--- config.mk ---
export PLATFORM = sky130hd
export DESIGN_NAME = int2float_arbiter
export DESIGN_NICKNAME = d
export VERILOG_FILES = /design/src/rtl/int2float_pkg.sv /design/src/rtl/int2float_core.sv /design/src/rtl/int2float_arbiter.sv
export SDC_FILE = /design/constraint.sdc
export NUM_CORES = 1
export LEC_CHECK = 0
export ABC_AREA = 1
export BUFFER_PORTS_ARGS = -buffer_cell sky130_fd_sc_hd__buf_4
export CAP_MARGIN = 20
export CORE_MARGIN = 8
export CORE_UTILIZATION = 47
export CTS_CLUSTER_DIAMETER = 100
export DETAILED_ROUTE_END_ITERATION = 16
export PLACE_DENSITY_LB_ADDON = 0.15
export SLEW_MARGIN = 5
export SYNTH_ARGS = -nofsm -noshare
export SYNTH_HDL_FRONTEND = slang
export SYNTH_HIERARCHICAL = 1
export SYNTH_SLANG_ARGS = --single-unit
--- constraint.sdc ---
create_clock -name clk -period 3 [get_ports clk]
set_input_delay 0.3 -clock clk [delete_from_list [all_inputs] [get_ports clk]]
set_output_delay 0.3 -clock clk [all_outputs]
set_load 0.05 [all_outputs]
--- src/rtl/int2float_pkg.sv ---
// int2float_pkg: shared widths, result struct and result-register state encoding.
package int2float_pkg;
   localparam int INT_W = 11;
   localparam int MAN_W = 4;
   localparam int EXP_W = 3;
   typedef struct packed {
      logic [MAN_W-1:0] man;
      logic [EXP_W-1:0] exp;
   } int2float_res_t;
   typedef enum logic {RES_EMPTY, RES_FULL} res_state_e;
endpackage

--- src/rtl/int2float_core.sv ---
// int2float_core: combinational 11-bit unsigned integer to 4-bit mantissa / 3-bit exponent.
module int2float_core
   import int2float_pkg::*;
(
   input  logic [INT_W-1:0] value,
   output int2float_res_t   res
);
   // The highest set bit at or above bit 4 wins; lower bits are truncated.
   always_comb begin
      res.man = value[MAN_W-1:0];
      res.exp = '0;
      for (int p = MAN_W; p < INT_W; p++) begin
         if (value[p]) begin
            res.man = value[p -: MAN_W];
            res.exp = EXP_W'(p - (MAN_W - 1));
         end
      end
   end
endmodule

--- src/rtl/int2float_arbiter.sv ---
// int2float_arbiter: round-robin sharing of one int2float_core with a registered result channel.
// Define INT2FLOAT_ARB_STATS_EN to add per-requester saturating grant counters.
module int2float_arbiter
   import int2float_pkg::*;
#(
   parameter int NUM_REQ = 4,
   parameter int ID_W    = $clog2(NUM_REQ)
) (
   input  logic                     clk,
   input  logic                     rst_n,
   input  logic                     cfg_en,
   input  logic [NUM_REQ-1:0]       req_valid,
   output logic [NUM_REQ-1:0]       req_ready,
   input  logic [NUM_REQ*INT_W-1:0] req_data,
`ifdef INT2FLOAT_ARB_STATS_EN
   input  logic [ID_W-1:0]          stat_sel,
   input  logic                     stat_clr,
   output logic [15:0]              stat_cnt,
`endif
   output logic                     res_valid,
   input  logic                     res_ready,
   output logic [MAN_W-1:0]         res_m,
   output logic [EXP_W-1:0]         res_e,
   output logic [ID_W-1:0]          res_id
);
   res_state_e       state, state_nxt;
   logic [ID_W-1:0]  rr_ptr, gnt_id;
   logic [NUM_REQ-1:0] grant;
   logic             found, slot_free, xfer;
   logic [INT_W-1:0] sel_data;
   int2float_res_t   conv;

   always_comb begin
      grant  = '0;
      gnt_id = '0;
      found  = 1'b0;
      for (int k = 0; k < NUM_REQ; k++) begin
         if (!found && req_valid[(int'(rr_ptr) + k) % NUM_REQ]) begin
            found  = 1'b1;
            gnt_id = ID_W'((int'(rr_ptr) + k) % NUM_REQ);
            grant[(int'(rr_ptr) + k) % NUM_REQ] = 1'b1;
         end
      end
   end

   assign res_valid = (state == RES_FULL);
   assign slot_free = ~res_valid | res_ready;
   assign req_ready = {NUM_REQ{rst_n & cfg_en & slot_free}} & grant;
   assign xfer      = rst_n & cfg_en & slot_free & found;
   assign sel_data  = req_data[int'(gnt_id)*INT_W +: INT_W];

   int2float_core u_core (.value(sel_data), .res(conv));

   always_comb begin
      state_nxt = xfer ? RES_FULL : (res_ready ? RES_EMPTY : state);
   end

   always_ff @(posedge clk or negedge rst_n) begin
      if (!rst_n) begin
         state  <= RES_EMPTY;
         rr_ptr <= '0;
         res_m  <= '0;
         res_e  <= '0;
         res_id <= '0;
      end else begin
         state <= state_nxt;
         if (xfer) begin
            res_m  <= conv.man;
            res_e  <= conv.exp;
            res_id <= gnt_id;
            rr_ptr <= (gnt_id == ID_W'(NUM_REQ - 1)) ? '0 : gnt_id + 1'b1;
         end
      end
   end

`ifdef INT2FLOAT_ARB_STATS_EN
   logic [15:0] cnt [NUM_REQ];

   assign stat_cnt = cnt[stat_sel];

   // Clear takes priority over a same-cycle increment.
   always_ff @(posedge clk or negedge rst_n) begin
      if (!rst_n) begin
         for (int i = 0; i < NUM_REQ; i++) cnt[i] <= '0;
      end else if (stat_clr) begin
         for (int i = 0; i < NUM_REQ; i++) cnt[i] <= '0;
      end else if (xfer && cnt[gnt_id] != 16'hFFFF) begin
         cnt[gnt_id] <= cnt[gnt_id] + 16'd1;
      end
   end
`endif
endmodule

======== Word level (Yosys, flattened, before mapping) ========
Cells that the tools add are included.
Widths: inputs -> output; s select.
storage, ports and cells
  latch bits .............................. 0
  bits in writable memories ............... 0
  register bits after elaboration ......... 12
  memory bits (read-only) ................. 0
  output and inout port bits .............. 14
  input bits .............................. 52
  logic and storage cells ................. 87
  memories ................................ 0
cells by class
  $lt $le $gt $ge ......................... 8
  reduce and logical (&&, ||, !) cells .... 14
  multipliers ............................. 1
  add/subtract/negate cells ............... 4
  eq/ne operators ......................... 1
  bitwise logic cells ..................... 12
  muxes and demuxes ....................... 41
  shift operators ......................... 1
  div/mod/pow operators ................... 0
operators with widths
  kind                 count
  $mux 7               7
  $shiftx 44x7->11     1
  $mux 1               17
  $mux 4               4
  $lt 3x4->1 const B   3
  $or 4x4->4           3
  $mux 2               5
  $ge 3x1->1 const B   3
  $bmux 1 s2           4
  $demux 1 s2          4
  $logic_and 1x1->1    7
  $mul 2x4->6 const B  1
  $reduce_or 2->1      3
  $add 2x1->2 const B  2
  $add 2x2->2 const B  2
  $and 4x4->4          1
  $and 1x1->1          3
  $and 1x1->1 const A  3
  $logic_not 1->1      3
  $lt 2x3->1 const B   1
  $eq 2x2->1 const B   1
  $ge 2x1->1 const B   1
  $reduce_bool 2->1    1
  $not 1->1            1
  $or 1x1->1           1

======== Longest topological paths before layout ========
  word-level depth ........................ 23
  depth in mapped cells ................... 25
  gate-level depth less buffers ........... 21

======== By module ========
Netlist, hierarchy kept.
by module, submodules not included
  module             area each (um^2)  times used  cells an instance
  int2float_arbiter  1706.6            1           278
  int2float_core     264.0             1           58

======== Worst setup path before layout ========
Ideal clock, no wire load.
  path type ............................... reg2reg
  start ................................... reg rr_ptr[0]
  end ..................................... reg res_m[1]
  cell stages (with the launch flop) ...... 26
  setup time .............................. 0.066 ns
  path slack .............................. 0.188 ns
  buffers on the path ..................... 4
  data required time ...................... 2.934 ns
  arrival time ............................ 2.746 ns
  cells stage by stage .................... dfrtp_1 -> buf_6 -> inv_4 -> buf_8 -> ha_1 -> inv_1 -> nand3_1 -> nand2_1 -> nor2_4 -> buf_6 -> nand2_2 -> nand3_2 -> nand2_4 -> inv_4 -> buf_8 -> nand3_2 -> nand2_1 -> nor2_2 -> nand2_1 -> nand2_1 -> nand3_1 -> nand2_1 -> nand2_1 -> a21oi_2 -> nand2_1 -> nand2_1
RTL lines
  element                 RTL line                 RTL
  start, declared         int2float_arbiter.sv:27  logic [ID_W-1:0] rr_ptr, gnt_id;
  start signal, assigned  int2float_arbiter.sv:71  rr_ptr <= (gnt_id == ID_W'(NUM_REQ - 1)) ? '0 : gnt_id + 1'b1;
  end signal, assigned    int2float_arbiter.sv:68  res_m <= conv.man;
  end, declared           int2float_arbiter.sv:22  output logic [MAN_W-1:0] res_m,

==> impl_metrics.tcl <==
set metrics [dict create \
    status "finished, final reports clean" \
    syn_avg_cell_area_um2 5.87 \
    cp-end-kind "register" \
    cts.clk_slew.worst_paths_ns 0.05 \
    num_antenna_cells 0 \
    gr-total-overflow 0 \
    drv_slew 0 \
    drt_wl_total_um 5820 \
    rows 23 \
    wl_per_cell_um 12.8 \
    fillers 401 \
    coreArea_um2 4030 \
    worst_slew_pin_slew_ns 0.290 \
    clock.fmax_ghz 0.364 \
    cp-start-kind "register" \
    yosysMostFrequentCell "nand2_1" \
    drc 0 \
    clock-root-buffer "clkbuf_8" \
    setup_viol 0 \
    seq_area_frac_synth_pct 15.2 \
    initial_core_util_pct 48.9 \
    syn_to_final_growth_pct 34.0 \
    arrival_ns 2.87 \
    crit_path_max_fanout 10 \
    die-area_um2 6520 \
    ant_nets 0 \
    crit_required_ns 3.12 \
    nets 468 \
    die_y_um 80.8 \
    syn-num-nets 396 \
    yosysTopAreaCell "nand2_1" \
    syn_inst 336 \
    dr.pass1.iters 4 \
    numCtsBuffers 3 \
    ios 66 \
    die_x_um 80.8 \
    synth.cells.most_frequent "nand2_1, inv_1, nand3_1" \
    startpoint "rr_ptr[0]$_DFFE_PN0P_" \
    stdcell_count 456 \
    postSynth.asyncResetShare_pct 100 \
    fin_crit_ns 2.75 \
    vias_per_cell 5.09 \
    reg2reg_from "rr_ptr[0]$_DFFE_PN0P_" \
    dpl.hpwl_um 4430 \
    timing.slew.headroom_pct 80.3 \
    hold_class "in -> reg" \
    clockBufferDepth 2 \
    synth_area_um2 1970 \
    post-route-period-util_pct 91.7 \
    whs_ns 0.265 \
    vias 2320 \
    final_hold_viol_count 0 \
    cts-htree-levels 1 \
    antenna_found_initial 0 \
    synth_ff_type "dfrtp_1" \
    hp-start "res_ready" \
    grt_max_degree 23 \
    yosysWarnings 6 \
    synth-edff-count 0 \
    crit_type "reg -> reg" \
    maxCapViolCount 0 \
    tritoncts "built" \
    track_usage_pct 16.6 \
    grt_pass1_vias 2051 \
    clock_skew_ns 0.00253 \
    place_congestion 0.920 \
    grt_pass1_wl_um 9160 \
    ys_seq_elements 12 \
    synth.top_cell.area_share_pct 20.2 \
    drive_gt1_share_pct 30.3 \
    dpl.cell_count 445 \
    port_buffers 65 \
    first_iter_violations 168 \
    clkLatencyLatePin_ns 0.23 \
    synth_cell_types 31 \
    synth_area_leaders "nand2_1, dfrtp_1, inv_1, nand4_1, nand3_1" \
    cts_sinks 12 \
]
state kept, by name, indices dropped and copies added (netlist names):
name	count
res_e	3
res_id	2
res_valid	1
rr_ptr	2
res_m	4
layout by cell type, fill, tap and decap left out, types with 2 or more instances in the layout:
cell type    n
ha_1         8
nand3_4      3
a21oi_1      8
o21ai_0      7
nand3_1     32
nand3_2     12
nor2_4       2
buf_6        3
a31oi_1      2
dfrtp_1     12
inv_2        3
buf_4       77
nor2_1       9
a22oi_1      2
o21ai_1      2
a21oi_2      2
nand2_4      3
nand4_1     30
nand2_2     10
clkbuf_8     3
nand2_1    101
inv_1       65
path summary, 6_finish.rpt:
check / end / depth (start not counted) / slack, ns
worst max-delay path: res_m[2]$_DFFE_PN0P_ / 21 / 0.25
worst min-delay path: res_valid$_DFFE_PN0P_ / 2 / 0.27
worst max register to register: res_m[2]$_DFFE_PN0P_ / 21 / 0.25
worst min register to register: res_m[1]$_DFFE_PN0P_ / 2 / 0.48
max in group asynchronous: res_m[0]$_DFFE_PN0P_ / 2 / 2.40
min in group asynchronous: res_e[2]$_DFFE_PN0P_ / 2 / 0.44
timing repair:
item                                   4_1_cts  5_1_grt
setup endpoints to repair                    0        6
hold buffers                                 1        0
endpoints found under the hold margin       12        0
buffers inserted                             0        6
gates resized for setup                      0       18
logic make-up (layout without fill, tap and decap cells):
family / count (synthesis) / in the layout / share of synthesized area (%)
compound gates: 27 / 27 / 8.19
buf+inv: 85 / 154 / 19.6
flops: 12 / 12 / 15.2
simple gates: 204 / 205 / 51.9
fa+ha+maj: 8 / 8 / 5.08
final cells by class:
class / count / area (um^2) / area share (%)
multi-input cells: 240 / 1340 / 50.9
well taps: 50 / 62.6 / 2.37
flip-flops and latches: 12 / 300 / 11.4
inverters: 70 / 270 / 10.2
repair buffers: 81 / 622 / 23.6
clock buffers: 3 / 41.3 / 1.56
per-layer routing:
metal | global-route usage (%) | vias up | part of all wire (%)
li1 | - | 1222 | -
met1 | 21.5 | 1005 | 45
met2 | 28.1 | 87 | 47
met3 | 2.65 | 6 | 6.6
met4 | 3.39 | 0 | 1.2
met5 | 0 | - | 0
critical path, stage by stage (launching register included):
cell and delay [ns]:
dfrtp_1 0.38, inv_4 0.04, ha_1 0.36, inv_1 0.09, nand3_1 0.08, nand2_1 0.09
nor2_4 0.12, buf_4 0.18, nand4_2 0.13, nand2_4 0.16, buf_4 0.13, nand3_1 0.07
nand2_1 0.11, inv_1 0.12, o21ai_2 0.17, nand2_1 0.07, nand2_1 0.06, nand2_1 0.05
nand2_1 0.06, a21oi_1 0.06, nand2_1 0.06, nand2_1 0.04
stage by stage:
stage                     cell area, um^2  setup TNS (ns)  setup WS (ns)  util (%)
after CTS                            2520               0         0.0599      62.6
after global routing                 2640         -0.0133       -0.00872      65.5
final                                2640               0          0.249      65.5
after global placement               2470               0          0.123      61.3
after floorplan                      1970               0          0.188         -
after detailed placement             2470               0         0.0831      61.3
Power is left out: the tool's default activity adds up to more than one toggle a clock period on the data nets, which glitch-free logic cannot reach.
